<file path="src/rtl/pc_sequencer.sv">
// Instruction-fetch and next-PC controller for the MIPS core.
// Runs a fetch/execute handshake with imem and selects the next PC on resolve.
module pc_sequencer #(
    parameter logic [31:0] RESET_PC = 32'h0000_0000
) (
    input  logic        clk,
    input  logic        reset,
    output logic        imem_req,
    output logic [31:0] imem_addr,
    input  logic        imem_ready,
    input  logic [31:0] imem_rdata,
    output logic [31:0] instr,
    output logic        instr_valid,
    input  logic        resolve_valid,
    input  logic        stall,
    input  logic        branch_taken,
    input  logic        jump,
    input  logic        jr,
    input  logic [31:0] rs_val,
    output logic [31:0] pc,
    output logic [31:0] retire_cnt,
    output logic        align_err
);

    typedef enum logic [1:0] {
        IDLE  = 2'd0,
        FETCH = 2'd1,
        EXEC  = 2'd2
    } state_t;

    state_t      r_state;
    state_t      w_state_nxt;
    logic [31:0] r_pc;
    logic [31:0] r_instr;
    logic [31:0] r_retire_cnt;
    logic        r_instr_valid;
    logic        r_align_err;

    logic [31:0] w_pc_nxt;
    logic [31:0] w_instr_nxt;
    logic [31:0] w_retire_nxt;
    logic        w_valid_nxt;
    logic        w_align_nxt;
    logic        w_req;

    logic [31:0] w_pc4;
    logic [31:0] w_boff;
    logic [31:0] w_btgt;
    logic [31:0] w_jtgt;
    logic [31:0] w_rtgt;
    logic [31:0] w_target;

    assign w_pc4  = r_pc + 32'd4;
    assign w_boff = {{14{r_instr[15]}}, r_instr[15:0], 2'b00};
    assign w_btgt = w_pc4 + w_boff;
    assign w_jtgt = {w_pc4[31:28], r_instr[25:0], 2'b00};
    assign w_rtgt = {rs_val[31:2], 2'b00};

    // Redirect priority: jr over jump over taken branch over sequential.
    always_comb begin
        w_target = w_pc4;
        if (jr) begin
            w_target = w_rtgt;
        end else if (jump) begin
            w_target = w_jtgt;
        end else if (branch_taken) begin
            w_target = w_btgt;
        end
    end

    always_ff @(posedge clk or posedge reset) begin
        if (reset) begin
            r_state       <= IDLE;
            r_pc          <= RESET_PC;
            r_instr       <= 32'd0;
            r_instr_valid <= 1'b0;
            r_retire_cnt  <= 32'd0;
            r_align_err   <= 1'b0;
        end else begin
            r_state       <= w_state_nxt;
            r_pc          <= w_pc_nxt;
            r_instr       <= w_instr_nxt;
            r_instr_valid <= w_valid_nxt;
            r_retire_cnt  <= w_retire_nxt;
            r_align_err   <= w_align_nxt;
        end
    end

    always_comb begin
        w_state_nxt  = r_state;
        w_pc_nxt     = r_pc;
        w_instr_nxt  = r_instr;
        w_valid_nxt  = r_instr_valid;
        w_retire_nxt = r_retire_cnt;
        w_align_nxt  = r_align_err;
        w_req        = 1'b0;
        case (r_state)
            IDLE: begin
                w_state_nxt = FETCH;
            end
            FETCH: begin
                w_req = 1'b1;
                if (imem_ready) begin
                    w_instr_nxt = imem_rdata;
                    w_valid_nxt = 1'b1;
                    w_state_nxt = EXEC;
                end
            end
            EXEC: begin
                if (resolve_valid && !stall) begin
                    w_pc_nxt     = w_target;
                    w_retire_nxt = r_retire_cnt + 32'd1;
                    w_valid_nxt  = 1'b0;
                    w_state_nxt  = FETCH;
                    if (jr && (rs_val[1:0] != 2'b00)) begin
                        w_align_nxt = 1'b1;
                    end
                end
            end
            default: begin
                w_state_nxt = IDLE;
            end
        endcase
    end

    assign imem_req    = w_req;
    assign imem_addr   = r_pc;
    assign instr       = r_instr;
    assign instr_valid = r_instr_valid;
    assign pc          = r_pc;
    assign retire_cnt  = r_retire_cnt;
    assign align_err   = r_align_err;

endmodule
</file>
<file path="config.mk">
export PLATFORM = sky130hd
export DESIGN_NAME = pc_sequencer
export DESIGN_NICKNAME = d
export VERILOG_FILES = /design/src/rtl/pc_sequencer.sv
export SDC_FILE = /design/constraint.sdc
export NUM_CORES = 1
export LEC_CHECK = 0
export CAP_MARGIN = 20
export CORE_AREA = 2 2 119 121
export DETAILED_ROUTE_END_ITERATION = 7
export DIE_AREA = 0 0 121 123
export PLACE_DENSITY = 0.93
export REMOVE_ABC_BUFFERS = 1
export SETUP_SLACK_MARGIN = 0.4
export SLEW_MARGIN = 0
export SYNTH_ARGS = -nofsm -noshare
export SYNTH_HDL_FRONTEND = slang
export SYNTH_SLANG_ARGS = --single-unit
</file>
<file path="constraint.sdc">
create_clock -name clk -period 9.2 [get_ports clk]
set_input_delay 0.92 -clock clk [delete_from_list [all_inputs] [get_ports clk]]
set_output_delay 0.92 -clock clk [all_outputs]
set_load 0.02 [all_outputs]
</file>
==> impl_results.md <==
* Clock Sinks at ~100
* Die area at between 0.01 and 0.015 mm2
* Final wirelength at ~21000 um
* Mux share of post-synthesis cell area at 0.07638
* Initial Utilization at 0.5235
* Netlist cell types at 71
* Asr flop ratio synth at 1.000
* Worst path most repeated cell: a21oi_1
* CP max stage cell: a211oi_1
* Clock transition at the registers of the reported paths at approximately 80 ps
* Register-to-Register Path Depth at 14
* CTS H-tree lvls at 3
* Main combinational cell family by area after synthesis: simple AND/OR/NAND/NOR gates
* Worst Slack Setup Final at 5175 ps
* Die X at between 100 and 150 um
* Antenna Nets Post-Route at 0
* Post-DP HPWL at about 16000 um
* Initial DRC Count at 464
* Post-DP Area at approximately 0.0090 mm2
* F_max at around 250 MHz
* First-pass DRT Iterations at 5
* Tot GR Track Use at 0.2915
* Min-delay src: retire_cnt[10]$_DFFE_PP0P_
* Yosys synthesis warning count at 0
* Fin. max-slew vios at 0
* GP Congestion at 0.9578
* Worst EP required at about 9500 ps
* Clock Tree Buf Depth at 2
* CP max stage delay at ~530 ps
* GRT Residual Overflow at 0
* # rows at 43
* Post_cts resized at 0
* Synth Flop Type: dfrtp_1
* Worst slew margin at 0.3175
* Postcts setup bufs at 0
* Drt drc at 0
* EDFF count, synth at 0
* Hold Crit Depth at 1
* Crit path max fanout at 8
* Worst setup SP type: flip-flop
* Outcome: completed
* VDD IR max at approximately 0.22 mV
* I/O pin cnt at slightly above 200
* Initial antenna violation count at 0
* Inserted Clock Buffers at 9
* Fin cells at 1135
* Compound-Gate Fraction of Synth Area at 0.1744
* Worst slew pin tran at 1024 ps
* Fin area at between 0.009 and 0.01 mm2
* Max-cap viol count at 0
* Synth Instances at between 700 and 800
* Adder-Cell Fraction of Synth Area at 0.06953
* Worst reg2reg startpoint: imem_addr[4]$_DFFE_PP0P_
* Vias per inst at between 5 and 6
* Critical path arrival at between 4000 and 5000 ps
* Post-route minimum period at approximately 4000 ps
* Worst r2r dst: imem_addr[30]$_DFFE_PP0P_
* CP endpoint kind: flip-flop
* # hold bufs at CTS at 0
* Internal reg-to-reg setup slack at just over 5000 ps
* Root Driver: clkbuf_16
* Critical path, cell by cell: and4_1 -> and2b_1 -> nand3_1 -> xnor2_1 -> ha_1 -> a21oi_1 -> o21ai_0 -> a211oi_1 -> o211a_1 -> nor2_1 -> o22a_1 -> o22ai_1 -> a21oi_1 -> a22o_1
* Sequential share of the synthesized area at 0.3442
* Min-Delay Path Class: flip-flop to flip-flop
* Worst skew pair latency at roughly 370 ps
* Final Hold Vio Count at 0
* CTS tree: yes
* Synth Area per Inst at 8.952 um2
* Layout cells sized above 1 at 0.07853
* IO Port Bufs at 198
* RSZ-0062 raised after global routing: no
* Simple-gate share of the synthesized area at 0.1756
* Post-Syn Area at around 0.0071 mm2
* Synthesized flop and latch total at 98
* Dpl cells at around 1100
* Pleak at about 4 nW
* Synth Area in XOR/XNOR at 0.09710
* Vias in the first global route at 6804
* Setup TNS at 0 ps
* Setup WS pre-CTS at 5225 ps
* Hold Path Sink: retire_cnt[10]$_DFFE_PP0P_
* Worst Setup Path Type: flip-flop to flip-flop
* Largest net degree at the start of global routing at between 50 and 60
* Core Area at approximately 0.014 mm2
* DR vias at ~6700
* Antenna cells at 0
* # nets final at between 1000 and 1500
* Global-route wire length before repair at 33960 um
* Layout area overhead at 30.76%
* WL/cell at 18.74 um
* Layout Skew at roughly 5.8 ps
* Die height at between 100 and 150 um
* Final period utilization at 0.4375
* Final setup violation count at 0
* Pwr/cell area at about 380 mW/mm2
worst max-delay path by stage:
stage                                      endpoint  slack (ps)  cells after the start                     start
after detailed placement  imem_addr[29]$_DFFE_PP0P_        5220                     12  imem_addr[9]$_DFFE_PP0P_
after floorplan           imem_addr[29]$_DFFE_PP0P_        5390                     12  imem_addr[8]$_DFFE_PP0P_
after CTS                 imem_addr[29]$_DFFE_PP0P_        5220                     12  imem_addr[9]$_DFFE_PP0P_
final                     imem_addr[30]$_DFFE_PP0P_        5170                     14  imem_addr[4]$_DFFE_PP0P_
after global placement    imem_addr[29]$_DFFE_PP0P_        5400                     13  imem_addr[4]$_DFFE_PP0P_
after global routing      imem_addr[29]$_DFFE_PP0P_        4860                     12  imem_addr[9]$_DFFE_PP0P_
cell type report:
type	instances	area (um2)
Clock inverter	7	86.33
Fill cell	993	4294
Inverter	15	58.81
Clock buffer	9	225.2
Sequential cell	98	2452
Timing Repair Buffer	205	2029
Multi-Input combinational cell	621	4240
Tap cell	180	225.2
cells in the final DEF, fill, tap and decap left out, types with 4 or more instances in the layout:
cell             instances
a211o_1                  6
a211oi_1                16
a21o_1                  10
a21oi_1                 52
a31oi_1                  9
and3_1                  12
and4_1                   6
buf_4                    7
clkbuf_16                9
clkdlybuf4s50_1        197
conb_1                   4
dfrtp_1                 98
ha_1                    38
inv_1                   12
mux2_2                  35
mux2i_1                 15
nand2_1                 84
nand2b_1                 5
nand3_1                 24
nand4_1                 17
nor2_1                  63
nor2b_1                  5
nor3_1                   8
o211ai_1                 7
o21a_1                   8
o21ai_0                 54
o21bai_1                 7
xnor2_1                 48
xor2_1                  31
synthesized netlist by cell type, types with 10 or more instances:
cell type	number	area, um2
and3_1	12	75.07
a21oi_1	52	260.3
nand4_1	17	106.4
clkbuf_1	18	67.56
xor2_1	31	271.5
mux2i_1	15	150.1
nand2_1	84	315.3
buf_4	35	262.8
mux2_2	35	394.1
xnor2_1	48	420.4
o21ai_0	54	270.3
nand3_1	24	120.1
a21o_1	10	75.07
inv_1	13	48.80
dfrtp_1	98	2452
a211oi_1	16	120.1
ha_1	38	475.5
nor2_1	63	236.5
worst max-delay path, delay by kind of cell, from the launching register on:
kind | cells | cell delay (ps)
xor gates and xnor gates | 1 | 270
DFF | 1 | 500
adders and majority gates | 1 | 320
and+or+nand+nor | 4 | 810
AOI/OAI and AO/OA | 8 | 2010
flip-flops by register name, indices dropped and copies added (netlist names):
| register | flops |
|---|---|
| instr_valid | 1 |
| instr | 32 |
| imem_addr | 30 |
| r_state | 2 |
| align_err | 1 |
| retire_cnt | 32 |
report_power, final:
group,leakage (nW),internal (mW),switching [mW],total [mW]
clock,0.150,0.194,0.198,0.391
sequential,1.22,0.580,0.243,0.822
combinational,2.61,1.05,1.23,2.29
total,3.98,1.83,1.67,3.50
routing by layer:
metal | track usage | wire length [um] | vias to the layer above
li1 | - | - | 3119
met1 | 0.3520 | 8429 | 3252
met2 | 0.4884 | 10500 | 318
met3 | 0.07934 | 1653 | 50
met4 | 0.1308 | 688 | 0
met5 | 0 | 0 | -
per-stage QoR:
| stage | util | total power [mW] | hold slack [ps] |
|---|---|---|---|
| 2_1_floorplan | - | 2.233 | 533.8 |
| 3_3_place_gp | 0.6616 | 3.000 | 462.6 |
| 3_5_place_dp | 0.6616 | 3.051 | 478.5 |
| 4_1_cts | 0.6845 | 3.467 | 497.1 |
| 5_1_grt | 0.6845 | 3.734 | 519.6 |
| 6_report | 0.6845 | 3.500 | 490.2 |
cells by family after synthesis:
family	Yosys count
flops	98
mux	50
buf+inv	80
compound gates	196
fa+ha+maj	39
other cells	1
xor+xnor	79
simple gates	253
No activity file was read; power rests on OpenSTA's default activity.
